## src/rtl/ps2_key_tx.sv

```systemverilog
// Keyboard-side PS/2 transmitter. Expands one key event into its byte
// sequence (E0 prefix, F0 prefix, scan code) and sends each byte as an
// 11-bit frame on device-driven clock/data, followed by one idle bit period.
module ps2_key_tx #(
    parameter int unsigned CLK_DIV = 8
) (
    input  logic       clk,
    input  logic       i_sclr,
    input  logic       i_key_valid,
    output logic       o_key_ready,
    input  logic [7:0] i_key_code,
    input  logic       i_key_break,
    input  logic       i_key_ext,
    output logic       o_ps2_clk,
    output logic       o_ps2_data,
    output logic       o_busy,
    output logic       o_byte_en,
    output logic [7:0] o_byte
);

    localparam int unsigned CntW = $clog2(CLK_DIV);
    localparam logic [CntW-1:0] HalfLast = CntW'(CLK_DIV - 1);
    localparam logic [CntW-1:0] HalfPrev = CntW'(CLK_DIV - 2);
    localparam logic [3:0] StopIdx = 4'd10;
    localparam logic [3:0] GapIdx  = 4'd11;

    typedef enum logic [1:0] {StIdle, StSendE0, StSendF0, StSendCode} state_e;

    state_e          state_q;
    logic [CntW-1:0] half_cnt_q;
    logic            low_half_q;   // 0: clock-high half, 1: clock-low half
    logic [3:0]      bit_idx_q;    // 0..10 frame bits, 11 = inter-byte gap
    logic [10:0]     shreg_q;      // bit 0 drives the data line directly
    logic [7:0]      cur_byte_q;
    logic [7:0]      code_q;
    logic            brk_q;
    logic            ready_q;
    logic            ps2_clk_q;
    logic            byte_en_q;
    logic [7:0]      byte_q;

    // Frame: stop, odd parity, data (LSB first on the wire), start.
    function automatic logic [10:0] frame(input logic [7:0] b);
        return {1'b1, ~^b, b, 1'b0};
    endfunction

    logic [7:0] load_byte;
    state_e     load_state;

    // Byte and sequencer state for the next slot to be loaded.
    always_comb begin
        load_byte  = code_q;
        load_state = StSendCode;
        unique case (state_q)
            StIdle: begin
                if (i_key_ext) begin
                    load_byte  = 8'hE0;
                    load_state = StSendE0;
                end else if (i_key_break) begin
                    load_byte  = 8'hF0;
                    load_state = StSendF0;
                end else begin
                    load_byte  = i_key_code;
                    load_state = StSendCode;
                end
            end
            StSendE0: begin
                if (brk_q) begin
                    load_byte  = 8'hF0;
                    load_state = StSendF0;
                end
            end
            default: begin
                load_byte  = code_q;
                load_state = StSendCode;
            end
        endcase
    end

    // Sequencer, bit timing and registered line outputs.
    always_ff @(posedge clk or posedge i_sclr) begin
        if (i_sclr) begin
            state_q    <= StIdle;
            half_cnt_q <= '0;
            low_half_q <= 1'b0;
            bit_idx_q  <= '0;
            shreg_q    <= '1;
            cur_byte_q <= 8'h00;
            code_q     <= 8'h00;
            brk_q      <= 1'b0;
            ready_q    <= 1'b1;
            ps2_clk_q  <= 1'b1;
            byte_en_q  <= 1'b0;
            byte_q     <= 8'h00;
        end else begin
            byte_en_q <= 1'b0;
            if (state_q == StIdle) begin
                if (i_key_valid) begin
                    code_q     <= i_key_code;
                    brk_q      <= i_key_break;
                    ready_q    <= 1'b0;
                    state_q    <= load_state;
                    shreg_q    <= frame(load_byte);
                    cur_byte_q <= load_byte;
                    half_cnt_q <= '0;
                    low_half_q <= 1'b0;
                    bit_idx_q  <= '0;
                    ps2_clk_q  <= 1'b1;
                end
            end else if (half_cnt_q != HalfLast) begin
                half_cnt_q <= half_cnt_q + 1'b1;
                // Next cycle is the last one of the stop bit's low half.
                if (low_half_q && bit_idx_q == StopIdx && half_cnt_q == HalfPrev) begin
                    byte_en_q <= 1'b1;
                    byte_q    <= cur_byte_q;
                end
            end else if (!low_half_q) begin
                half_cnt_q <= '0;
                low_half_q <= 1'b1;
                // The gap period keeps the clock high throughout.
                ps2_clk_q  <= (bit_idx_q == GapIdx);
            end else if (bit_idx_q != GapIdx) begin
                half_cnt_q <= '0;
                low_half_q <= 1'b0;
                bit_idx_q  <= bit_idx_q + 1'b1;
                ps2_clk_q  <= 1'b1;
                shreg_q    <= {1'b1, shreg_q[10:1]};
            end else begin
                // Slot finished: load the next byte or return to idle.
                half_cnt_q <= '0;
                low_half_q <= 1'b0;
                bit_idx_q  <= '0;
                ps2_clk_q  <= 1'b1;
                if (state_q == StSendCode) begin
                    state_q <= StIdle;
                    ready_q <= 1'b1;
                end else begin
                    state_q    <= load_state;
                    shreg_q    <= frame(load_byte);
                    cur_byte_q <= load_byte;
                end
            end
        end
    end

    assign o_key_ready = ready_q;
    assign o_busy      = ~ready_q;
    assign o_ps2_clk   = ps2_clk_q;
    assign o_ps2_data  = shreg_q[0];
    assign o_byte_en   = byte_en_q;
    assign o_byte      = byte_q;

endmodule

```

## config.mk

```make
export PLATFORM = sky130hd
export DESIGN_NAME = ps2_key_tx
export DESIGN_NICKNAME = d
export VERILOG_FILES = /design/src/rtl/ps2_key_tx.sv
export SDC_FILE = /design/constraint.sdc
export NUM_CORES = 1
export LEC_CHECK = 0
export ABC_AREA = 1
export CAP_MARGIN = 20
export CORE_ASPECT_RATIO = 0.8
export CORE_UTILIZATION = 45
export DETAILED_ROUTE_END_ITERATION = 7
export GPL_TIMING_DRIVEN = 0
export PLACE_DENSITY = 0.61
export SYNTH_ARGS = -nofsm -noshare
export SYNTH_HDL_FRONTEND = slang
export SYNTH_SLANG_ARGS = --single-unit
```

## constraint.sdc

```tcl
create_clock -name clk -period 2.4 [get_ports clk]
set_input_delay 0.48 -clock clk [delete_from_list [all_inputs] [get_ports clk]]
set_output_delay 0.48 -clock clk [all_outputs]
set_load 0.1 [all_outputs]
```

==> results.toml <==
[run_status]
status = "completed"

[placement]
port_buffers = 25
post-place-ws_ns = 0.1483
postPlaceCellArea_um2 = 2968
dp_hpwl_mm = 4.021
finalWeightedCongestion = 0.7740

[synthesis]
async_flop_share_pct = 100.0
yosys.area_share.simple_pct = 26.52
synth-main-ff-cell = "dfrtp_1"
synth-xor-area-share_pct = 0.3369
synth-edff-count = 0
syn_avg_cell_area_um2 = 7.927
synth_seq_cells = 48
yosysWarningCount = 0
seq_area_frac_synth_pct = 46.78
synth_top_area_cell = "dfrtp_1"
synth_area_leaders = "dfrtp_1, nand2_1, dfstp_2"
synth_common_cells = "nand2_1, inv_1, dfrtp_1, o21ai_0, nor2_1"
netlist.area_leader.share_pct = 34.65
syn_inst = 328
synth_fp_nets = 349
synth_compound_area_share_pct = 11.26
synth_top_family_by_area = "simple AND/OR/NAND/NOR gates"
syn_area_um2 = 2600
synth_fa_ha_area_share_pct = 3.850
post-synth-top-count-cell = "nand2_1"
synth_cell_type_count = 29
synthMuxAreaShare_pct = 2.551

[sta]
hold_viol = 0
fin_crit_sh_pct = 95.62
final.setup.worst_slack_ns = 0.1050
clock.fmax_mhz = 435.7
slew-limit-headroom_pct = 35.57
setup-tns-final_ns = 0
fin_crit_ns = 2.295
setup_viol = 0
worstMarginPinSlew_ns = 0.9649
skew_ns = 0.01293
final-max-slew-violation-count = 0
rsz0062_at_grt = "no"
fin_hold_ws_ns = 0.4850

[setup_path]
crit_buf_inv = 1
cp.arrival_ns = 1.81
cp_slowest_cell = "clkdlybuf4s50_1"
crit_family = "buffers and inverters"
endpoint_kind = "output port"
startpoint_type = "register"
required_ns = 1.92
path_cells = "clkdlybuf4s50_1"
critPathKind = "reg -> out"
slowest_delay_ns = 1.13
crit_fanout = 2

[cells_and_area]
final_layout_size_suffix_gt1_share_pct = 14.09
fin_nets = 382
fillCellCount = 536
utilization_pct = 56.49
diodes = 0
regArea_um2 = 1216
area_growth_pct = 19.39
fin_area_um2 = 3104
multiInputGateArea_um2 = 1157

[grt]
antenna_found_initial = 0
gr-usage-all-layers_pct = 20.10
grt_max_degree = 26
grt_overflow = 0
grt_pass1_wl_mm = 9.439
grt_pass1_vias = 2028

[floorplanning]
fp.coreArea_um2 = 5495
io_pins = 26
row_count = 24
die_area_um2 = 6088
dieHeight_um = 69.99
die_x_um = 86.99
start_util_pct = 47.31

[route]
wirelength_mm = 5.349
vias = 2101
dr.pass1.iters = 4
first_iter_violations = 121
routed_via_density = 4.775
final_antenna_net_count = 0
drc = 0
routedWlPerCell_um = 12.16

[clocking]
hold_buffers = 0
clk_pin_slew_ns = 0.10
cts.sink_count = 48
htree_num_levels = 2
cts_setup_buffers = 0
cts_buffer_depth = 2
cts_tree = "done"
clk_latency_ns = 0.31
postCtsResizedCells = 3
cts_buffers = 5
cts_root_buffer = "clkbuf_8"

[power_and_ir_drop]
p_leak_nw = 1.642
powerDensity_nw_per_um2 = 574.3
peakVddDrop_mv = 0.3833

[worst_hold_path]
min_path_type = "reg -> reg"

[run]
cap_violations = 0
## metrics by stage
step                cells  total power, mW
global route          440            1.864
global placement      431            1.083
CTS                   440            1.798
finish                440            1.783
detailed placement    432            1.091
floorplan             328            1.028
## sequential cells by signal, indices dropped and copies added, names as in the netlist
register,flops
code_q,8
low_half_q,1
shreg_q,10
bit_idx_q,4
o_key_ready,1
cur_byte_q,8
brk_q,1
o_byte,8
o_ps2_clk,1
state_q,2
half_cnt_q,3
o_byte_en,1
## cells by family after synthesis
family,after synthesis
and+or+nand+nor,155
AOI/OAI and AO/OA,56
buffers and inverters,54
DFF,48
adders and majority gates,8
muxes,6
xor gates and xnor gates,1
## where the power goes
part | switching (mW) | internal [mW]
sequential | 0.0226 | 0.870
combinational | 0.120 | 0.0583
clock | 0.293 | 0.420
## final timing paths
kind / from / slack (ns) / cells after the start / end
worst max-delay path: o_byte[1] / 0.11 / 1 / o_byte[1]
worst min-delay path: o_byte[5] / 0.48 / 2 / o_byte[5]
worst max register to register: state_q[1] / 0.36 / 16 / shreg_q[9]
worst min register to register: o_byte[5] / 0.48 / 2 / o_byte[5]
max in group asynchronous: i_sclr / 1.29 / 3 / shreg_q[7]
min in group asynchronous: i_sclr / 0.51 / 2 / o_byte[4]
## cells in the final DEF (no fill, tap or decap), types with 4 or more instances in the layout
cell type          n
mux2_2             5
nor2_1            18
nand2_1          108
inv_2              5
nand3_1           14
dfrtp_1           36
ha_1               8
a21oi_1           14
dfstp_2           12
o21ai_1            4
o21ai_0           32
clkbuf_8           5
inv_1             42
clkdlybuf4s50_1   21
## per-layer routing
| metal | global-route usage (%) | wire (um) | vias up |
|---|---|---|---|
| li1 | - | - | 1094 |
| met1 | 28.22 | 2768 | 971 |
| met2 | 31.58 | 2384 | 31 |
| met3 | 3.901 | 144 | 5 |
| met4 | 5.556 | 52 | 0 |
| met5 | 0 | 0 | - |
## layout make-up
cell class	count	share of cell area [%]
clock buffer	5	2.217
buffer	6	1.411
sequential	48	39.18
tap	78	3.144
timing repair buffer	26	8.666
clock inverter	3	2.217
inverter	48	5.885
multi-input combinational	226	37.28
No activity file was read; power rests on OpenSTA's default activity.
